===== config.mk =====
export PLATFORM = sky130hd
export DESIGN_NAME = serial_sub
export DESIGN_NICKNAME = d
export VERILOG_FILES = /design/src/rtl/serial_arith_pkg.sv /design/src/rtl/full_subtractor.sv /design/src/rtl/mux8.sv /design/src/rtl/serial_sub.sv
export SDC_FILE = /design/constraint.sdc
export NUM_CORES = 1
export LEC_CHECK = 0
export ABC_AREA = 1
export CAP_MARGIN = 30
export CELL_PAD_IN_SITES_DETAIL_PLACEMENT = 0
export CELL_PAD_IN_SITES_GLOBAL_PLACEMENT = 1
export CORE_ASPECT_RATIO = 0.8
export CORE_UTILIZATION = 38
export DETAILED_ROUTE_END_ITERATION = 12
export HOLD_SLACK_MARGIN = 0.15
export PLACE_DENSITY_LB_ADDON = 0.1
export REMOVE_ABC_BUFFERS = 1
export SETUP_SLACK_MARGIN = 0.1
export SKIP_CTS_REPAIR_TIMING = 1
export SYNTH_ARGS = -nofsm -noshare
export SYNTH_HDL_FRONTEND = slang
export SYNTH_HIERARCHICAL = 1
export SYNTH_SLANG_ARGS = --single-unit

===== constraint.sdc =====
create_clock -name clk -period 2 [get_ports clk]
set_clock_uncertainty 0.15 [all_clocks]
set_input_delay 0.2 -clock clk [delete_from_list [all_inputs] [get_ports clk]]
set_output_delay 0.2 -clock clk [all_outputs]
set_load 0.02 [all_outputs]

===== src/rtl/serial_arith_pkg.sv =====
// Shared types and constants for the bit-serial arithmetic blocks.
package serial_arith_pkg;

  typedef enum logic [1:0] {
    StIdle,
    StRun,
    StDone
  } state_e;

  localparam int unsigned DefaultWidth = 8;

  // Full-subtractor truth tables indexed by {x, y, bin}.
  localparam logic [7:0] SubDiffTable = 8'b1001_0110;
  localparam logic [7:0] SubBoutTable = 8'b1000_1110;

endpackage


===== src/rtl/full_subtractor.sv =====
// One-bit full subtractor built from two table-driven 8:1 multiplexers.
module full_subtractor
  import serial_arith_pkg::*;
(
  input  logic x,
  input  logic y,
  input  logic bin,
  output logic diff,
  output logic bout
);

  logic [2:0] sel;

  assign sel = {x, y, bin};

  mux8 u_mux_diff (
    .data_i(SubDiffTable),
    .sel_i (sel),
    .y_o   (diff)
  );

  mux8 u_mux_bout (
    .data_i(SubBoutTable),
    .sel_i (sel),
    .y_o   (bout)
  );

endmodule


===== src/rtl/mux8.sv =====
// Generic 8:1 single-bit multiplexer.
module mux8 (
  input  logic [7:0] data_i,
  input  logic [2:0] sel_i,
  output logic       y_o
);

  assign y_o = data_i[sel_i];

endmodule


===== src/rtl/serial_sub.sv =====
// Bit-serial unsigned subtractor: diff = a - b, one bit per clock, LSB first.
module serial_sub
  import serial_arith_pkg::*;
#(
  parameter int unsigned WIDTH = DefaultWidth
) (
  input  logic             clk,
  input  logic             rst,
  input  logic             start,
  input  logic [WIDTH-1:0] a,
  input  logic [WIDTH-1:0] b,
  output logic             busy,
  output logic             done,
  output logic [WIDTH-1:0] diff,
  output logic             borrow_out
);

  localparam int unsigned CntW = $clog2(WIDTH);
  localparam logic [CntW-1:0] CntLast = CntW'(WIDTH - 1);

  state_e           state_q, state_d;
  logic [CntW-1:0]  cnt_q, cnt_d;
  logic [WIDTH-1:0] a_q, a_d;
  logic [WIDTH-1:0] b_q, b_d;
  logic [WIDTH-1:0] part_q, part_d;
  logic             bor_q, bor_d;
  logic [WIDTH-1:0] diff_q, diff_d;
  logic             bout_q, bout_d;

  logic fs_diff;
  logic fs_bout;

  full_subtractor u_fs (
    .x   (a_q[0]),
    .y   (b_q[0]),
    .bin (bor_q),
    .diff(fs_diff),
    .bout(fs_bout)
  );

  always_comb begin
    state_d = state_q;
    cnt_d   = cnt_q;
    a_d     = a_q;
    b_d     = b_q;
    part_d  = part_q;
    bor_d   = bor_q;
    diff_d  = diff_q;
    bout_d  = bout_q;
    case (state_q)
      StIdle, StDone: begin
        if (start) begin
          a_d     = a;
          b_d     = b;
          part_d  = '0;
          bor_d   = 1'b0;
          cnt_d   = '0;
          state_d = StRun;
        end else begin
          state_d = StIdle;
        end
      end
      StRun: begin
        a_d    = a_q >> 1;
        b_d    = b_q >> 1;
        // Result bits enter at the MSB so the LSB lands at bit 0 after WIDTH shifts.
        part_d = {fs_diff, part_q[WIDTH-1:1]};
        bor_d  = fs_bout;
        cnt_d  = cnt_q + 1'b1;
        if (cnt_q == CntLast) begin
          diff_d  = part_d;
          bout_d  = fs_bout;
          state_d = StDone;
        end
      end
      default: state_d = StIdle;
    endcase
  end

  always_ff @(posedge clk or posedge rst) begin
    if (rst) begin
      state_q <= StIdle;
      cnt_q   <= '0;
      a_q     <= '0;
      b_q     <= '0;
      part_q  <= '0;
      bor_q   <= 1'b0;
      diff_q  <= '0;
      bout_q  <= 1'b0;
    end else begin
      state_q <= state_d;
      cnt_q   <= cnt_d;
      a_q     <= a_d;
      b_q     <= b_d;
      part_q  <= part_d;
      bor_q   <= bor_d;
      diff_q  <= diff_d;
      bout_q  <= bout_d;
    end
  end

  assign busy       = (state_q == StRun);
  assign done       = (state_q == StDone);
  assign diff       = diff_q;
  assign borrow_out = bout_q;

endmodule


==> flow_summary.rst, run 1 <==
.. list-table::
   :header-rows: 1

   * - Metric
     - Value
   * - Result of the run
     - finished, final reports clean
   * - Per-instance average area after synthesis
     - 7.42 µm²
   * - Number of enable flip-flop cells after synthesis
     - 0
   * - Deepest clock path buffer count
     - 2
   * - R2r endpoint
     - borrow_out$_DFFE_PP0P_
   * - Final setup fails
     - 0
   * - Total gr overflow
     - 0
   * - Ranking of synthesized cells by area
     - sky130_fd_sc_hd__dfrtp_1, sky130_fd_sc_hd__nand2_1, sky130_fd_sc_hd__inv_1
   * - Library cell with the largest summed area after synthesis
     - sky130_fd_sc_hd__dfrtp_1
   * - Final min period
     - 1.83 ns
   * - Die extent in y
     - 67.4 µm
   * - Final wirelength
     - 3800 µm
   * - Post-detail-place hpwl
     - 2660 µm
   * - Max-slew violation count
     - 0
   * - Die extent in x
     - 83.8 µm
   * - Library cell with the highest instance count after synthesis
     - sky130_fd_sc_hd__nand2_1
   * - Cell count after synthesis
     - 274
   * - Count of nets after finishing
     - 343
   * - Buffers added on ports
     - 29
   * - Count of placed standard cells in the final layout, fillers left out
     - 385
   * - Highest ir drop seen on vdd
     - 790 µV
   * - Number of cells on the critical path
     - 3
   * - Clock Sinks
     - 38
   * - Synth warn
     - 6
   * - Area Growth Syn to Fin
     - 26.5%
   * - Portion of the post-synthesis area used by sequential elements
     - 0.468
   * - Clock root buffer
     - sky130_fd_sc_hd__clkbuf_8
   * - Number of vias per cell
     - 4.19
   * - Depth of the worst register-to-register path
     - 6
   * - Clock latency on the worst-skew pair
     - 0.29 ns
   * - Routed wirelength normalized by instance count
     - 9.88 µm
   * - Pre-antenna DRT Iters
     - 4
   * - DR DRC count
     - 0
   * - Distinct cell type count of the synthesized netlist
     - 21
   * - Final clock period utilization by the worst path
     - 0.916
   * - Worst r2r src
     - cnt_q[0]$_DFFE_PP0P_
   * - Crit path buf inv count
     - 2
   * - Proportion of register bits with asynchronous set or reset after synthesis
     - 1.00
   * - Mapped cell area
     - 2030 µm²
   * - Top Family by Delay on Critical Path
     - buffers and inverters
   * - Initial core utilization
     - 0.401
   * - Number of antenna violations at the first check in global routing
     - 0
   * - Placeable Area
     - 5060 µm²
   * - Iter 0 DRT Violations
     - 97
   * - Antenna diode count
     - 0
   * - Type of the worst min-delay path
     - input pin to async pin
   * - Beginning of the critical path
     - state_q[0]$_DFFE_PP0P_
   * - Post-detailed-route count of antenna-violating nets
     - 0
   * - Kind of launch point of the worst setup path
     - flop
   * - Seq cells post-synth
     - 38
   * - Arrival time of the worst setup path
     - 1.48 ns
   * - Die footprint
     - 5650 µm²
   * - Number of CTS-inserted buffers
     - 5
   * - Post-placement cell count
     - 377
   * - Classification of the worst setup path
     - flop to output pin
   * - Data required time of the worst path
     - 1.65 ns
   * - Total negative slack for setup checks
     - 0 ns
   * - First-pass GRT wire length
     - 6760 µm
   * - Final number of hold-violating endpoints
     - 0
   * - Vias post-DR
     - 1612
   * - Slowest cell on the critical path
     - sky130_fd_sc_hd__clkdlybuf4s50_1
   * - Leakage dissipation
     - 1.47 nW
   * - Power per cell area
     - 1560 nW/µm²
   * - Most used flip-flop cell after synthesis
     - sky130_fd_sc_hd__dfrtp_1
   * - Portion of synthesized cell area occupied by the leading cell type
     - 0.468
   * - Maximum Capacitance Violations
     - 0
   * - H-tree level count
     - 2
   * - Maximum number of pins on one net before global-route repair
     - 39
   * - Largest fanout on the critical path
     - 4
   * - Layout cells sized above 1
     - 0.102
   * - Last element of the critical path
     - busy
   * - Critical path, cell by cell
     - inv_2 > nor2_4 > clkdlybuf4s50_1
   * - Routability congestion estimate
     - 0.746
   * - Commonest cells in the netlist
     - sky130_fd_sc_hd__nand2_1, sky130_fd_sc_hd__inv_1, sky130_fd_sc_hd__dfrtp_1, sky130_fd_sc_hd__nand3_1, sky130_fd_sc_hd__o21ai_2
   * - Std-Cell Rows
     - 23
   * - Register-to-Register Setup Slack
     - 0.47 ns
   * - Clock edge transition at the registers on the reported setup and hold paths
     - 0.08 ns
   * - CTS tree
     - yes
   * - Max Clock Freq
     - 0.546 GHz
   * - Via count of the first global-routing pass
     - 1516
   * - RSZ-0062 raised after global routing
     - no
   * - Slowest cell delay on critical path
     - 0.61 ns
   * - Number of fill cells
     - 519
   * - Gr usage total
     - 0.154
   * - # IOs
     - 30
   * - Worst Setup End Kind
     - output pin
## where the power goes
group	total, W	internal, W	switching, W	leakage (nW)
Sequential	0.00135	0.00113	0.000229	0.473
Combinational	0.00185	0.000757	0.00110	0.928
Clock	0.000807	0.000532	0.000275	0.0714
Total	0.00401	0.00242	0.00160	1.47
## registers in the layout, indices dropped and copies added (netlist names)
register / cells
a_q: 8
b_q: 8
diff: 8
part_q: 7
cnt_q: 3
state_q: 2
bor_q: 1
borrow_out: 1
## kinds of logic (layout without fill, tap and decap cells)
| logic type | Yosys count | after routing | synth area share |
|---|---|---|---|
| AO/OA/AOI/OAI | 18 | 18 | 0.0572 |
| adder cells (fa/ha/maj) | 2 | 2 | 0.0123 |
| buffers and inverters | 72 | 107 | 0.159 |
| flip-flops | 38 | 38 | 0.468 |
| other | 2 | 16 | 0.00369 |
| AND/OR/NAND/NOR | 142 | 142 | 0.300 |
## cells in the final DEF, fill, tap and decap left out
cell type | netlist | layout
sky130_fd_sc_hd__a21oi_1 | 1 | 1
sky130_fd_sc_hd__buf_4 | 1 | 7
sky130_fd_sc_hd__bufinv_16 | 0 | 2
sky130_fd_sc_hd__clkbuf_8 | 0 | 6
sky130_fd_sc_hd__clkdlybuf4s50_1 | 0 | 28
sky130_fd_sc_hd__conb_1 | 2 | 16
sky130_fd_sc_hd__dfrtp_1 | 38 | 37
sky130_fd_sc_hd__dfrtp_2 | 0 | 1
sky130_fd_sc_hd__dlymetal6s2s_1 | 0 | 1
sky130_fd_sc_hd__ha_1 | 2 | 2
sky130_fd_sc_hd__inv_1 | 58 | 58
sky130_fd_sc_hd__inv_2 | 4 | 4
sky130_fd_sc_hd__inv_6 | 1 | 1
sky130_fd_sc_hd__nand2_1 | 99 | 99
sky130_fd_sc_hd__nand2_2 | 1 | 1
sky130_fd_sc_hd__nand2_4 | 3 | 3
sky130_fd_sc_hd__nand3_1 | 36 | 36
sky130_fd_sc_hd__nor2_1 | 2 | 2
sky130_fd_sc_hd__nor2_4 | 1 | 1
sky130_fd_sc_hd__o21ai_0 | 5 | 5
sky130_fd_sc_hd__o21ai_1 | 5 | 5
sky130_fd_sc_hd__o21ai_2 | 7 | 7
## tightest hold or removal path: stages
cell and delay, ns:
sky130_fd_sc_hd__clkdlybuf4s50_1 0.39, sky130_fd_sc_hd__inv_1 0.05, sky130_fd_sc_hd__buf_4 0.41
## final cells by class
class / instances / area [µm²] / share of cell area
clock buffer: 6 / 82.6 / 0.0321
clock inverter: 2 / 60.1 / 0.0234
inverter: 63 / 241 / 0.0939
multi-input combinational: 178 / 812 / 0.316
sequential: 38 / 952 / 0.370
tap: 62 / 77.6 / 0.0302
timing repair buffer: 36 / 345 / 0.134
## how the worst min path moves through the flow
stage / end / slack (ns) / cells after the start
finish: a_q[5]$_DFFE_PP0P_ / 0.15 / 3
global route: a_q[5]$_DFFE_PP0P_ / 0.21 / 3
CTS: a_q[5]$_DFFE_PP0P_ / 0.18 / 3
detailed placement: a_q[1]$_DFFE_PP0P_ / 0.32 / 2
global placement: b_q[5]$_DFFE_PP0P_ / 0.31 / 2
floorplan: a_q[7]$_DFFE_PP0P_ / 0.17 / 2
## layer usage
layer	routed length, µm	share of wire	track usage	vias up
li1	-	-	-	891
met1	2060	0.54	0.209	695
met2	1570	0.41	0.238	22
met3	133	0.035	0.0489	4
met4	37	0.0097	0.0487	0
met5	0	0	0	-
## stage by stage
stage / hold slack [ns] / total power (W) / cell area [µm²] / util / worst slack, ns
5_1_grt: 0.205 / 0.00443 / 2570 / 0.508 / 0.116
3_5_place_dp: 0.315 / 0.00325 / 2420 / 0.479 / 0.419
6_report: 0.152 / 0.00401 / 2570 / 0.508 / 0.168
4_1_cts: 0.178 / 0.00408 / 2570 / 0.507 / 0.0807
2_1_floorplan: 0.171 / 0.00261 / 2000 / - / 0.373
3_3_place_gp: 0.314 / 0.00324 / 2420 / 0.479 / 0.406
Note: power is estimated with default switching activity, not from simulation.
==> run 2, diff against run 1 <==
CAP_MARGIN = unset   (was 30)
==> results of run 2 <==
Final layout, timing and power as in run 1 (identical DEF).
